--- src/rtl/mips_pkg.sv ---
// mips_pkg: shared definitions for the MIPS core front end.
//   - instruction field bit positions
//   - fetch FSM state encoding (S_FETCH / S_HOLD / S_DROP)
//   - default reset PC
//   - PC helper functions (word alignment, +4 with modulo-2^32 wrap)
package mips_pkg;

  // Instruction field bit positions
  localparam int OPCODE_HI = 31;
  localparam int OPCODE_LO = 26;
  localparam int RS_HI     = 25;
  localparam int RS_LO     = 21;
  localparam int RT_HI     = 20;
  localparam int RT_LO     = 16;
  localparam int RD_HI     = 15;
  localparam int RD_LO     = 11;
  localparam int SHAMT_HI  = 10;
  localparam int SHAMT_LO  = 6;
  localparam int FUNCT_HI  = 5;
  localparam int FUNCT_LO  = 0;
  localparam int IMM_HI    = 15;
  localparam int IMM_LO    = 0;
  localparam int TARGET_HI = 25;
  localparam int TARGET_LO = 0;

  localparam logic [31:0] DEFAULT_RESET_PC = 32'h0000_0000;

  // Fetch FSM states
  typedef enum logic [1:0] {
    S_FETCH = 2'b00,  // request outstanding at pc
    S_HOLD  = 2'b01,  // fetched word parked while the pipeline is stalled
    S_DROP  = 2'b10   // request outstanding for a stale address; data is discarded
  } fetch_state_e;

  // Force an address onto a word boundary.
  function automatic logic [31:0] pc_align(input logic [31:0] addr);
    return addr & 32'hFFFF_FFFC;
  endfunction

  // Next sequential PC; wraps naturally modulo 2^32.
  function automatic logic [31:0] pc_inc4(input logic [31:0] addr);
    return addr + 32'd4;
  endfunction

endpackage

--- src/rtl/mips_fetch_stage_if_id_reg.sv ---
// if_id_reg: IF/ID pipeline register.
// Per-cycle priority: flush (kill valid, keep fields) > stall (hold) >
// load (capture new instruction) > bubble (clear valid, keep fields).
// Ports:
//   clk, reset        - clock, synchronous active-high reset
//   flush, stall      - hazard controls
//   load              - a new instruction is available this cycle
//   new_instr/new_pc4 - instruction word and its fetch PC + 4
//   id_valid/id_instr/id_pc4 - registered IF/ID contents
module if_id_reg (
  input  logic        clk,
  input  logic        reset,
  input  logic        flush,
  input  logic        stall,
  input  logic        load,
  input  logic [31:0] new_instr,
  input  logic [31:0] new_pc4,
  output logic        id_valid,
  output logic [31:0] id_instr,
  output logic [31:0] id_pc4
);

  // IF/ID register update with flush/stall/load priority
  always_ff @(posedge clk) begin
    if (reset) begin
      id_valid <= 1'b0;
      id_instr <= 32'h0000_0000;
      id_pc4   <= 32'h0000_0000;
    end else if (flush) begin
      id_valid <= 1'b0;
    end else if (stall) begin
      id_valid <= id_valid;
    end else if (load) begin
      id_valid <= 1'b1;
      id_instr <= new_instr;
      id_pc4   <= new_pc4;
    end else begin
      id_valid <= 1'b0;
    end
  end

endmodule

--- src/rtl/mips_fetch_stage.sv ---
// mips_fetch_stage: instruction fetch + IF/ID register for the MIPS core.
// Keeps the PC, issues word fetches over a req/ack handshake, and presents
// the latched instruction with its PC+4 and decoded fields.
// Ports:
//   clk, reset                        - clock, synchronous active-high reset
//   imem_req/imem_addr                - fetch request and word address
//   imem_ack/imem_rdata               - fetch completion and instruction word
//   stall, flush                      - hazard unit controls for IF/ID
//   redirect_valid/redirect_pc        - taken branch/jump target
//   id_valid/id_instr/id_pc4          - IF/ID contents
//   id_opcode..id_funct, id_imm16, id_target - decoded instruction fields
//   stall_cycles                      - saturating stall counter, only when
//                                       FETCH_STALL_CNT_EN is defined
module mips_fetch_stage
  import mips_pkg::*;
#(
  parameter logic [31:0] RESET_PC = DEFAULT_RESET_PC
) (
  input  logic        clk,
  input  logic        reset,
  output logic        imem_req,
  output logic [31:0] imem_addr,
  input  logic        imem_ack,
  input  logic [31:0] imem_rdata,
  input  logic        stall,
  input  logic        flush,
  input  logic        redirect_valid,
  input  logic [31:0] redirect_pc,
  output logic        id_valid,
  output logic [31:0] id_instr,
  output logic [31:0] id_pc4,
  output logic [5:0]  id_opcode,
  output logic [4:0]  id_rs,
  output logic [4:0]  id_rt,
  output logic [4:0]  id_rd,
  output logic [4:0]  id_shamt,
  output logic [5:0]  id_funct,
  output logic [15:0] id_imm16,
`ifdef FETCH_STALL_CNT_EN
  output logic [31:0] stall_cycles,
`endif
  output logic [25:0] id_target
);

  fetch_state_e state_r, state_nxt_s;
  logic [31:0]  pc_r, pc_nxt_s;
  logic [31:0]  drop_addr_r, drop_addr_nxt_s;
  logic [31:0]  hold_buf_r, hold_buf_nxt_s;
  logic         ack_s;
  logic         load_s;
  logic [31:0]  load_instr_s;
  logic [31:0]  load_pc4_s;

  // The request is decoded from registered state; it is gated with reset so
  // the very first cycle out of reset already fetches from RESET_PC.
  assign imem_req  = ~reset & (state_r != S_HOLD);
  // In S_DROP the stale address stays on the bus until its ack, even though
  // pc_r already points at the redirect target.
  assign imem_addr = (state_r == S_DROP) ? drop_addr_r : pc_r;
  assign ack_s     = imem_req & imem_ack;
  assign load_pc4_s = pc_inc4(pc_r);

  // Next-state, PC and hold-buffer logic; redirect overrides normal flow
  always_comb begin
    state_nxt_s     = state_r;
    pc_nxt_s        = pc_r;
    drop_addr_nxt_s = drop_addr_r;
    hold_buf_nxt_s  = hold_buf_r;
    load_s          = 1'b0;
    load_instr_s    = 32'h0000_0000;
    if (redirect_valid) begin
      pc_nxt_s = pc_align(redirect_pc);
      case (state_r)
        S_FETCH: begin
          if (ack_s) begin
            state_nxt_s = S_FETCH;
          end else begin
            state_nxt_s     = S_DROP;
            drop_addr_nxt_s = pc_r;
          end
        end
        S_HOLD:  state_nxt_s = S_FETCH;
        S_DROP:  state_nxt_s = S_DROP;
        default: state_nxt_s = S_FETCH;
      endcase
    end else begin
      case (state_r)
        S_FETCH: begin
          if (ack_s) begin
            if (stall) begin
              hold_buf_nxt_s = imem_rdata;
              state_nxt_s    = S_HOLD;
            end else begin
              load_s       = 1'b1;
              load_instr_s = imem_rdata;
              pc_nxt_s     = load_pc4_s;
              state_nxt_s  = S_FETCH;
            end
          end else begin
            state_nxt_s = S_FETCH;
          end
        end
        S_HOLD: begin
          if (!stall) begin
            load_s       = 1'b1;
            load_instr_s = hold_buf_r;
            pc_nxt_s     = load_pc4_s;
            state_nxt_s  = S_FETCH;
          end else begin
            state_nxt_s = S_HOLD;
          end
        end
        S_DROP: begin
          if (ack_s) begin
            state_nxt_s = S_FETCH;
          end else begin
            state_nxt_s = S_DROP;
          end
        end
        default: state_nxt_s = S_FETCH;
      endcase
    end
  end

  // Fetch FSM, PC, stale-address and hold-buffer registers
  always_ff @(posedge clk) begin
    if (reset) begin
      state_r     <= S_FETCH;
      pc_r        <= pc_align(RESET_PC);
      drop_addr_r <= pc_align(RESET_PC);
      hold_buf_r  <= 32'h0000_0000;
    end else begin
      state_r     <= state_nxt_s;
      pc_r        <= pc_nxt_s;
      drop_addr_r <= drop_addr_nxt_s;
      hold_buf_r  <= hold_buf_nxt_s;
    end
  end

  if_id_reg u_if_id_reg (
    .clk       (clk),
    .reset     (reset),
    .flush     (flush),
    .stall     (stall),
    .load      (load_s),
    .new_instr (load_instr_s),
    .new_pc4   (load_pc4_s),
    .id_valid  (id_valid),
    .id_instr  (id_instr),
    .id_pc4    (id_pc4)
  );

  assign id_opcode = id_instr[OPCODE_HI:OPCODE_LO];
  assign id_rs     = id_instr[RS_HI:RS_LO];
  assign id_rt     = id_instr[RT_HI:RT_LO];
  assign id_rd     = id_instr[RD_HI:RD_LO];
  assign id_shamt  = id_instr[SHAMT_HI:SHAMT_LO];
  assign id_funct  = id_instr[FUNCT_HI:FUNCT_LO];
  assign id_imm16  = id_instr[IMM_HI:IMM_LO];
  assign id_target = id_instr[TARGET_HI:TARGET_LO];

`ifdef FETCH_STALL_CNT_EN
  logic [31:0] stall_cnt_r;

  // Saturating count of stalled cycles; cleared only by reset
  always_ff @(posedge clk) begin
    if (reset) begin
      stall_cnt_r <= 32'h0000_0000;
    end else if (stall && (stall_cnt_r != 32'hFFFF_FFFF)) begin
      stall_cnt_r <= stall_cnt_r + 32'd1;
    end else begin
      stall_cnt_r <= stall_cnt_r;
    end
  end

  assign stall_cycles = stall_cnt_r;
`endif

endmodule
--- config.mk ---
export PLATFORM = sky130hd
export DESIGN_NAME = mips_fetch_stage
export DESIGN_NICKNAME = d
export VERILOG_FILES = /design/src/rtl/mips_pkg.sv /design/src/rtl/mips_fetch_stage_if_id_reg.sv /design/src/rtl/mips_fetch_stage.sv
export SDC_FILE = /design/constraint.sdc
export NUM_CORES = 1
export LEC_CHECK = 0
export ABC_AREA = 1
export CAP_MARGIN = 10
export CORE_ASPECT_RATIO = 0.8
export CORE_MARGIN = 2
export CORE_UTILIZATION = 49
export DETAILED_ROUTE_END_ITERATION = 6
export GPL_TIMING_DRIVEN = 1
export PLACE_DENSITY_LB_ADDON = 0.15
export SYNTH_ARGS = -nofsm -noshare
export SYNTH_HDL_FRONTEND = slang
export SYNTH_HIERARCHICAL = 1
export SYNTH_SLANG_ARGS = --single-unit
export TNS_END_PERCENT = 100
--- constraint.sdc ---
create_clock -name clk -period 2 [get_ports clk]
set_input_delay 0.4 -clock clk [delete_from_list [all_inputs] [get_ports clk]]
set_output_delay 0.4 -clock clk [all_outputs]
set_load 0.02 [all_outputs]
==> flow_summary.yaml, run 1 <==
synthesis:
  ys_ff_latch: 159
  ys_seq_area_share_pct: 35.98
  synthFlopType: "dfxtp_1"
  syn_area_sq_um: 8846
  ys_async_sr_fraction_pct: 0
  yosys.cell_types.count: 35
  synthTopCellsByArea: "dfxtp_1, nand2_1, nor2_1"
  netlist_instances: 1345
  synth_edf_count: 0
  yosys_warnings: 6
  post_synth.cell_area_avg_sq_um: 6.577
  synth_top_area_cell: "dfxtp_1"
  yosysMostFrequentCell: "nand2_1"
  synth_top_area_share_pct: 35.98
  synthTopCellsByCount: "nand2_1, nor2_1, dfxtp_1, a21oi_1, inv_1"
placed_design:
  routabilityCongestion: 0.9508
  port_buffers: 237
  dpl.cell_count: 1706
  detailed_place_hpwl_um: 18300
timing:
  fin_crit_ps: 2035
  setup_ws_ps: -35.23
  fin_hold_ws_ps: 483.8
  finalSetupViolCount: 8
  period_share_pct: 101.8
  finalMaxSlewViolations: 0
  skew_ps: 11.36
  tightest_slew_ps: 664.7
  slew-limit-headroom_pct: 55.68
  max_freq_ghz: 0.4913
  hold_violations: 0
  grt_setup_unrepaired: "true"
cells_and_area:
  drive_gt1_share_pct: 11.79
  fin_nets: 1585
  syn_to_final_growth_pct: 34.89
  antenna-diode-count: 0
  instances_no_fill: 1752
  final_util_pct: 68.24
die:
  die_h_um: 124.2
  start_util_pct: 50.59
  dieArea_sq_um: 19150
  core_sq_um: 17490
  die_w_um: 154.2
  num_io_pins: 242
  rows: 43
grt:
  antenna_found_initial: 0
  grt_start_max_net_pins: 69
  grt.total_usage_pct: 27.11
  overflow: 0
  grt_pass1_vias: 8023
  grt_pass1_wl_um: 41300
drt:
  drt_wl_total_um: 26790
  ant_nets: 0
  drt-initial-drc-count: 743
  route.detailed.drc: 0
  dr.pass1.iters: 5
  wl_per_cell_um: 15.29
  vias: 9049
  via_per_inst: 5.165
worst_setup_path:
  required_ps: 1600
  crit_start: "state_r[0]"
  worstPathArrival_ps: 1640
  critPathCaptureType: "output pin"
  criticalPathCategory: "reg -> out"
  crit_path_start_kind: "flop"
  timing.rr.start: "pc_r[8]"
  crit_fanout: 5
power:
  pwr-share-comb_pct: 16.7
  irDropWorstVdd_uv: 515.8
  p_sw_mw: 2.319
  p_leak_nw: 4.829
  finalPower_mw: 8.160
  pwr-share-clk_pct: 41.6
  pwr_density_cell_nw_per_um2: 683.8
  p_int_mw: 5.841
  seqPwrFrac_pct: 41.7
  p_sw_share_pct: 28.42
status:
  status: "complete, but fails checks"
  violations: "negative setup slack"
clocking:
  cts.sinks: 159
  clk_path_buf_depth: 2
  h-tree-depth: 4
  clk_pin_slew_worst_paths_ps: 70
  clk_latency_ps: 430
  ctsRootBufferMaster: "clkbuf_16"
  cts_buffers: 17
  cts_tree: "yes"
flow_run:
  drv_cap: 0
worst_hold_path:
  hold_start: "u_if_id_reg/id_pc4[1]"
  hold_class: "reg -> reg"
==> per-layer routing <==
layer,wire [um],up-vias,track usage (%),part of all wire [%]
met1,12620,4103,38.79,47
met5,0,-,0,0
met2,11410,392,40.98,43
li1,-,4514,-,-
met3,2259,40,5.846,8.4
met4,501,0,8.294,1.9
==> worst max-delay path, cell delays in order (launching register included) <==
cell,delay (ps)
dfxtp_2,320
inv_2,70
nand2_4,100
clkbuf_16,180
buf_6,110
mux2_4,290
buf_6,130
==> metrics by stage <==
stage,area [sq um],TNS [ps],setup WS (ps)
after floorplan,8857,0,186.6
after global placement,11040,-2594,-112.7
after detailed placement,11040,-5528,-156.2
after CTS,11630,-475.0,-117.4
after global routing,11930,-1314,-86.43
final,11930,-164.6,-35.23
==> layout make-up <==
type,count,area [sq um]
tap,225,281.5
inverter,125,471.7
multi-input combinational,908,4260
fill,1502,5553
clock buffer,18,439.2
clock inverter,14,173.9
sequential,159,3189
timing repair buffer,303,3117
==> cell families (layout without fill, tap and decap cells) <==
| logic type | count (synthesis) | count (layout) | synth area share (%) |
|---|---|---|---|
| simple gates | 643 | 643 | 30.44 |
| buf+inv | 281 | 460 | 17.20 |
| compound gates | 237 | 237 | 13.56 |
| flops | 159 | 159 | 35.98 |
| mux | 13 | 13 | 1.641 |
| xor+xnor | 10 | 10 | 0.9901 |
| fa+ha+maj | 1 | 1 | 0.1414 |
| other cells | 1 | 4 | 0.04239 |
==> registers in the layout (all words and copies together), names as in the netlist <==
signal                count
drop_addr_r              30
pc_r                     30
u_if_id_reg/id_valid      1
u_if_id_reg/id_instr     32
u_if_id_reg/id_pc4       32
hold_buf_r               32
state_r                   2
==> power groups by stage <==
stage	clock (mW)	sequential, mW	combinational [mW]
2_1_floorplan	0	3.45	0.730
5_1_grt	3.59	3.42	1.48
3_5_place_dp	0	3.46	1.26
4_1_cts	3.44	3.39	1.26
3_3_place_gp	0	3.46	1.25
6_report	3.40	3.40	1.36
==> cell usage in the layout (no fill, tap or decap), drive strengths merged, types with 5 or more instances in the layout <==
master / n
and2: 6
buf: 92
nand2: 292
nor2: 233
clkbuf: 20
inv: 132
o21ai: 76
clkdlybuf4s50: 206
a21oi: 155
xnor2: 5
dfxtp: 159
nand3: 102
xor2: 5
mux2: 12
==> final timing paths <==
check                            to  slack (ps)  depth (start not counted)
min           u_if_id_reg/id_pc4[1]         480                          2
max                   imem_addr[22]         -40                          6
min reg2reg   u_if_id_reg/id_pc4[1]         480                          2
max reg2reg  u_if_id_reg/id_pc4[26]         120                         10
==> repair_timing <==
action / 4_1_cts / 5_1_grt
endpoints found under the setup margin: 31 / 64
pin swaps: 0 / 4
gates resized for setup: 129 / 69
hold endpoints to repair: 0 / 0
cloned: 2 / 2
hold buffers: 0 / 0
setup buffers: 2 / 9
Power figures use the tool's default switching activity.
==> run 2, diff against run 1 <==
Settings changed: CORE_UTILIZATION 49 to 35, RECOVER_POWER set to 25.
==> run 2 against run 1 <==
Against the previous run: the run still ends with negative setup slack left; via count fell by 3.6%; highest routed layer unchanged; fmax fell by 0.53%; sequential power barely moved; cell area rose by 1.2%; clock-buffer cell count down 1; die area is 39% higher; global-route usage shrank 7.1 points; clock skew is 2.5 ps higher; critical path depth is the same.
==> flow_summary.yaml, run 2 (synthesis gave the netlist of run 1 again) <==
clocking:
  h-tree-depth: 4
  cts.sinks: 159
  cts_buffers: 17
  clk_pin_slew_worst_paths_ps: 70
  clk_latency_ps: 430
  ctsRootBufferMaster: "clkbuf_16"
  cts_tree: "yes"
  clk_path_buf_depth: 2
grt:
  overflow: 0
  grt.total_usage_pct: 20.04
  antenna_found_initial: 0
  grt_pass1_vias: 7941
  grt_pass1_wl_um: 42510
  grt_start_max_net_pins: 69
cells_and_area:
  final_cell_mix: "nand2_1, nor2_1, clkdlybuf4s50_1"
  syn_to_final_growth_pct: 36.55
  biggestRegsByFlops: "hold_buf_r x32, u_if_id_reg/id_instr x32, u_if_id_reg/id_pc4 x32"
  instances_no_fill: 1849
  regArea_sq_um: 3192
  drive_gt1_share_pct: 12.52
  multi_input_area_sq_um: 4313
  final_common_cell: "nand2_1"
  n_fill_cell: 2519
  antenna-diode-count: 0
  fin_nets: 1583
die:
  die_h_um: 146.2
  start_util_pct: 35.31
  num_io_pins: 242
  rows: 52
  dieArea_sq_um: 26570
  die_w_um: 181.7
  core_sq_um: 25050
worst_setup_path:
  regToRegSetupSlack_ps: 150
  rr_worst_depth: 10
  crit_fanout: 5
  critPathCaptureType: "output pin"
  required_ps: 1600
  crit_path_start_kind: "flop"
  timing.rr.start: "state_r[1]"
  criticalPathCategory: "reg -> out"
  r2r_end: "drop_addr_r[13]"
  worstPathArrival_ps: 1650
placed_design:
  routabilityCongestion: 0.9049
  dpl.cell_count: 1812
  port_buffers: 237
  pre_cts_slack_ps: -112.9
  detailed_place_hpwl_um: 19220
power:
  p_sw_mw: 2.367
  p_sw_share_pct: 28.99
  seqPwrFrac_pct: 41.6
  irDropWorstVdd_uv: 530.7
  p_int_mw: 5.796
  pwr-share-clk_pct: 41.6
  pwr-share-comb_pct: 16.8
  pwr_density_cell_nw_per_um2: 675.8
  p_leak_nw: 4.793
timing:
  setup_ws_ps: -46.05
  max_freq_ghz: 0.4887
  grt_setup_unrepaired: "true"
  fin_hold_ws_ps: 480.8
  period_share_pct: 102.3
  finalMaxSlewViolations: 0
  tightest_slew_ps: 711.8
  finalSetupViolCount: 8
  skew_ps: 13.90
  hold_violations: 0
  slew-limit-headroom_pct: 52.54
  fin_crit_ps: 2046
worst_hold_path:
  min_to: "u_if_id_reg/id_pc4[16]"
  hold_class: "reg -> reg"
  hold_start: "u_if_id_reg/id_pc4[16]"
  hold_depth: 2
status:
  status: "complete, but fails checks"
  violations: "negative setup slack"
drt:
  drt-initial-drc-count: 540
  drt_wl_total_um: 27010
  wl_per_cell_um: 14.61
  dr.pass1.iters: 5
  vias: 8724
  ant_nets: 0
  via_per_inst: 4.718
  route.detailed.drc: 0
flow_run:
  drv_cap: 0
==> run 2: layout make-up <==
type	instances	share of cell area (%)
clock buffer	17	3.522
clock inverter	15	1.450
inverter	125	3.905
multi-input combinational	908	35.71
sequential	159	26.42
tap	324	3.356
timing repair buffer	301	25.64
==> run 2: worst max-delay path, stage by stage (launching register included) <==
cell and delay, ps:
dfxtp_2 320, inv_2 70, nand2_4 70, buf_12 140
clkbuf_16 150, mux2_4 330, buf_6 140
==> run 2: per-stage QoR <==
stage                     cell area (sq um)  TNS (ps)  utilization [%]  total power, mW
after global placement                11270     -2991            44.98            4.761
after global routing                  12080     -1232            48.22            8.513
final                                 12080    -186.7            48.22            8.163
after floorplan                        8857         0                -            4.184
after detailed placement              11270     -2316            44.98            4.767
after CTS                             11880    -470.1            47.42            8.177
==> run 2: what timing repair did <==
action,in CTS,in global routing
endpoints found under the setup margin,31,28
buffers inserted,2,1
pin swaps,3,5
hold buffers,0,0
resized for setup,156,52
gates cloned,1,1
==> run 2: worst max-delay path by stage <==
stage                          endpoint  slack (ps)  startpoint
2_1_floorplan  u_if_id_reg/id_instr[10]         190       reset
3_3_place_gp                   imem_req         -90       reset
3_5_place_dp                   imem_req        -110       reset
4_1_cts                   imem_addr[28]         -90  state_r[0]
5_1_grt                   imem_addr[21]         -90  state_r[0]
6_report                  imem_addr[21]         -50  state_r[0]
==> run 2: power by group through the flow <==
stage / clock [mW] / sequential (mW) / combinational [mW]
after CTS: 3.47 / 3.39 / 1.32
after global routing: 3.60 / 3.41 / 1.50
after global placement: 0 / 3.46 / 1.31
after floorplan: 0 / 3.45 / 0.730
final: 3.39 / 3.40 / 1.37
after detailed placement: 0 / 3.46 / 1.31
==> run 2: routing by layer <==
layer	global-route usage [%]	share of wire, %	up-vias
li1	-	-	4502
met1	29.15	50	3984
met2	31.30	44	224
met3	3.567	5.7	14
met4	3.496	0.58	0
met5	0	0	-
==> patch 1, RTL diff (settings of run 1) <==
Encoding of `fetch_state_e`: now one-hot (3 bits for 3 states).
--- a/src/rtl/mips_pkg.sv
+++ b/src/rtl/mips_pkg.sv
@@ -26,10 +26,10 @@
   localparam logic [31:0] DEFAULT_RESET_PC = 32'h0000_0000;
 
   // Fetch FSM states
-  typedef enum logic [1:0] {
-    S_FETCH = 2'b00,  // request outstanding at pc
-    S_HOLD  = 2'b01,  // fetched word parked while the pipeline is stalled
-    S_DROP  = 2'b10   // request outstanding for a stale address; data is discarded
+  typedef enum logic [2:0] {
+    S_FETCH = 3'b001,  // request outstanding at pc
+    S_HOLD  = 3'b010,  // fetched word parked while the pipeline is stalled
+    S_DROP  = 3'b100   // request outstanding for a stale address; data is discarded
   } fetch_state_e;
 
   // Force an address onto a word boundary.
Function: same outputs for any inputs over 4 cycles, from zero or initial values and one cycle with reset high; so few cycles prove little.
==> patch 1 against run 1 <==
Wire length shrank 8.5%. Register-to-register slack gained 0.05 ns. Synthesized cell count grew 0.97%. Non-clock buffer count shrank 27. Sequential cell count grew 1. Synthesized area grew 0.52%. Setup slack gained 0.10 ns. Total power grew 5.1%. Design area shrank 3.2%. Critical path type unchanged. Largest power group is now the clock network. Highest routed layer unchanged.
==> patch 1: results (changes against run 1) <==
Routing
  • Vias per inst: 5.08 (-1.6%)
  • Wire per inst: 14.1 um (-7.8%)
  • Detailed Route Iter0 Violations: 665 (-10%)
  • Drt pass-1 iters: 6 (+1)

Setup path
  • Worst R2R Setup Slack: 0.17 ns (+0.05 ns)
  • CP max FO: 30 (+25)
  • R2r endpoint: u_if_id_reg/id_pc4[30]
  • WP data arrival: 1.53 ns (-0.11 ns)
  • RR Startpoint: pc_r[2]
  • Reg2Reg Depth: 12 (+2)

Placement
  • GPL Wtd Cong: 0.882 (-7.3%)
  • Detailed placement HPWL: 16300 um (-11%)
  • Post-DP Area: 10900 um^2 (-0.85%)
  • # placed instances: 1705 (-0.059%)

Logic synthesis
  • Post-synthesis mux area share: 0 (-0.0164)
  • Compound-Gate Fraction of Synth Area: 0.159 (+0.0238)
  • Commonest cells in the synthesized netlist: nand2_1, nor2_1, dfxtp_1
  • XOR/XNOR Fraction of Synth Area: 0.00886 (-0.00104)
  • Seq/Total Area, Yosys: 0.360 (+0.000378)
  • Top post-synthesis cells by area: dfxtp_1, nand2_1, nor2_1
  • Syn_area_per_cell: 6.55 um^2 (-0.44%)
  • Main synth FF type: dfxtp_1
  • Synth Area in Adders: 0.00141 (-0.00000736)
  • Synth warn: 6 (unchanged)
  • Distinct cells, synth: 34 (-2.9%)

Finish
  • Ratio of cells with drive above 1 in the final layout: 0.0941 (-0.0238)
  • Finished Layout Cells: 1739 (-0.74%)
  • Final Net Count: 1567 (-1.1%)
  • Regs by FF count: hold_buf_r: 32 flops, u_if_id_reg/id_instr: 32 flops, u_if_id_reg/id_pc4: 32 flops
  • FILL cells: 1640 (+9.2%)

GRT
  • Vias in the first global route: 7999 (-0.30%)
  • Gr usage total: 0.249 (-0.0225)
  • First-pass GRT wire length: 39400 um (-4.6%)
  • Largest net degree at the start of global routing: 75 (+8.7%)

Min path
  • Hold Path Sink: state_r[1]
  • Min-delay worst type: input port to flop
  • Hold Crit Start: redirect_valid
  • Hold Path Cell Cnt: 4 (+2)

Power and ir drop
  • Clk pwr share: 0.436 (+0.020)
  • Lkg Pwr: 4.71 nW (-2.5%)
  • Sequential share of power: 0.406 (-0.011)
  • Sw Share: 0.269 (-0.0156)
  • Clock group power: 3.74 mW (+10%)
  • Maximum VDD drop: 551 uV (+6.9%)

Timing
  • Clock skew: 0.00957 ns (-0.00179 ns)
  • Hold Slack: 0.367 ns (-0.117 ns)
  • Final Max Slew Viols: 0 (unchanged)
  • Worst-Margin Slew: 0.687 ns (+0.0222 ns)

Clocking
  • Root Driver: clkbuf_16

Status
  • Outcome: finished, final reports clean
[patch 1: layout make-up]
class / instances / area share
Inverter: 151 / 0.0491
Timing Repair Buffer: 276 / 0.233
Multi-Input combinational cell: 890 / 0.357
Clock buffer: 21 / 0.0416
Clock inverter: 11 / 0.0173
Sequential cell: 160 / 0.277
Tap cell: 230 / 0.0249
[patch 1: how the worst max path moves through the flow]
stage                     slack (ns)                        to        from  cells past startpoint
after floorplan                 0.13  u_if_id_reg/id_instr[10]       reset                     12
after global routing          -0.005             imem_addr[22]  state_r[0]                      5
after CTS                     0.0004             imem_addr[12]  state_r[1]                      6
after detailed placement       -0.15     u_if_id_reg/id_pc4[7]       reset                     11
after global placement         -0.10     u_if_id_reg/id_pc4[2]       reset                     11
final                           0.07             imem_addr[22]  state_r[1]                      5
[patch 1: through the flow]
stage	setup WS, ns	utilization	setup TNS, ns
floorplan	0.126	-	0
global placement	-0.104	0.610	-4.86
detailed placement	-0.154	0.610	-7.29
CTS	0.000408	0.643	0
global route	-0.00529	0.644	-0.00609
finish	0.0668	0.644	0
[patch 1: per-layer routing]
layer / vias to the layer above / global-route usage / part of all wire
met1: 4020 / 0.339 / 0.46
met2: 313 / 0.409 / 0.46
met3: 28 / 0.0463 / 0.067
li1: 4479 / - / -
met5: - / 0 / 0
met4: 0 / 0.0605 / 0.012
[patch 1: what timing repair did]
action	in CTS	in global routing
gates resized for setup	142	36
endpoints found under the hold margin	0	0
gates cloned	0	2
endpoints found under the setup margin	31	26
setup buffers	0	0
[patch 1: tightest hold or removal path, delay by kind of cell]
kind,cells,cell delay [ns]
compound gates,1,0.04
buf+inv,2,0.20
simple gates,1,0.10
==> patch 2, RTL diff (settings of run 1) <==
Without the edit above. The option `FETCH_STALL_CNT_EN` is turned on by a define.
--- a/src/rtl/mips_fetch_stage.sv
+++ b/src/rtl/mips_fetch_stage.sv
@@ -11,6 +11,8 @@
 //   id_opcode..id_funct, id_imm16, id_target - decoded instruction fields
 //   stall_cycles                      - saturating stall counter, only when
 //                                       FETCH_STALL_CNT_EN is defined
+`define FETCH_STALL_CNT_EN
+
 module mips_fetch_stage
   import mips_pkg::*;
 #(
Function (old outputs only; new: stall_cycles): kept (Yosys induction, for registers that start in step).
==> patch 2 against run 1 <==
The run now ends clean. Critical path depth is 5 lower. Highest routed layer unchanged. Sequential power up 19%. Count of clock-buffer cells in the layout up 1. Via count is 24% higher. First-iteration DRC count up 29%. Sequential cell count is 32 higher. Largest cell class unchanged. Design area up 19%. Synthesized area is 24% higher. Total power rose by 9.2%. Setup slack gained 0.086 ns. Wire length rose by 18%.
==> patch 2: results (changes against run 1) <==
Finish
  • FILL cells: 2017 (+34%)
  • Ratio of cells with drive above 1 in the final layout: 0.106 (-0.0119)
  • Signal buf overhead: 0.232 (-0.0288)
  • Register area: 3820 um^2 (+20%)
  • Buffers excl. clock: 334 (+10%)
  • Inverters, non-clock: 180 (+44%)
  • Synth-to-Final Area Change: 30.0%
  • Multi-input gates: 1159 (+28%)

GRT
  • Initial antenna violation count: 2 (+2)
  • Gr usage total: 0.265 (-0.00656)
  • Largest net degree at the start of global routing: 72 (+4.3%)

Logic synthesis
  • Post-synthesis mux area share: 0.000914 (-0.0155)
  • Commonest cells in the synthesized netlist: nand2_1, nor2_1, dfxtp_1
  • Distinct cells, synth: 40 (+14%)
  • Top post-synthesis cells by area: dfxtp_1, nand2_1, nor2_1
  • Syn_area_per_cell: 6.47 um^2 (-1.6%)

Placement
  • Dpl ws: -0.120 ns (+0.0358 ns)
  • GPL Wtd Cong: 0.904 (-5.0%)
  • Post-DP Area: 13600 um^2 (+23%)

Power and ir drop
  • Clk pwr share: 0.387 (-0.029)
  • Lkg Pwr: 5.76 nW (+19%)

Routing
  • Detailed Route Iter0 Violations: 962 (+29%)
  • Final wirelength: 31600 um (+18%)
  • Vias per inst: 5.10 (-1.3%)

Setup path
  • WP data arrival: 1.55 ns (-0.09 ns)
  • Crit path max-delay cell type: clkdlybuf4s50_1
  • RR Startpoint: pc_r[2]
  • CP peak stage delay: 0.67 ns (+0.35 ns)

Clocking
  • Post-CTS resize count: 161 (+25%)

Min path
  • Min-delay worst type: input port to flop

Status
  • Outcome: finished, final reports clean
-- patch 2: cell count changes after synthesis, sizes merged, moves of 14 or more --
cell | run 1 | this run
nor2 | 233 | 286
nand2 | 292 | 410
dfxtp | 159 | 191
nand3 | 102 | 116
a22oi | 0 | 32
o21ai | 76 | 109
clkbuf | 23 | 38
inv | 125 | 180
-- patch 2: layer usage --
layer  track usage  vias to the layer above
li1              -                     5639
met1         0.351                     5114
met2         0.432                      405
met3        0.0537                       43
met4        0.0876                        0
met5             0                        -
-- patch 2: worst min path at each step --
| stage | start | to | slack (ns) | cells past startpoint |
|---|---|---|---|---|
| global placement | drop_addr_r[8] | drop_addr_r[8] | 0.43 | 2 |
| floorplan | drop_addr_r[10] | drop_addr_r[10] | 0.42 | 2 |
| CTS | reset | state_r[0] | 0.22 | 2 |
| detailed placement | drop_addr_r[5] | drop_addr_r[5] | 0.44 | 2 |
| global route | reset | state_r[0] | 0.22 | 2 |
| finish | reset | state_r[0] | 0.24 | 2 |
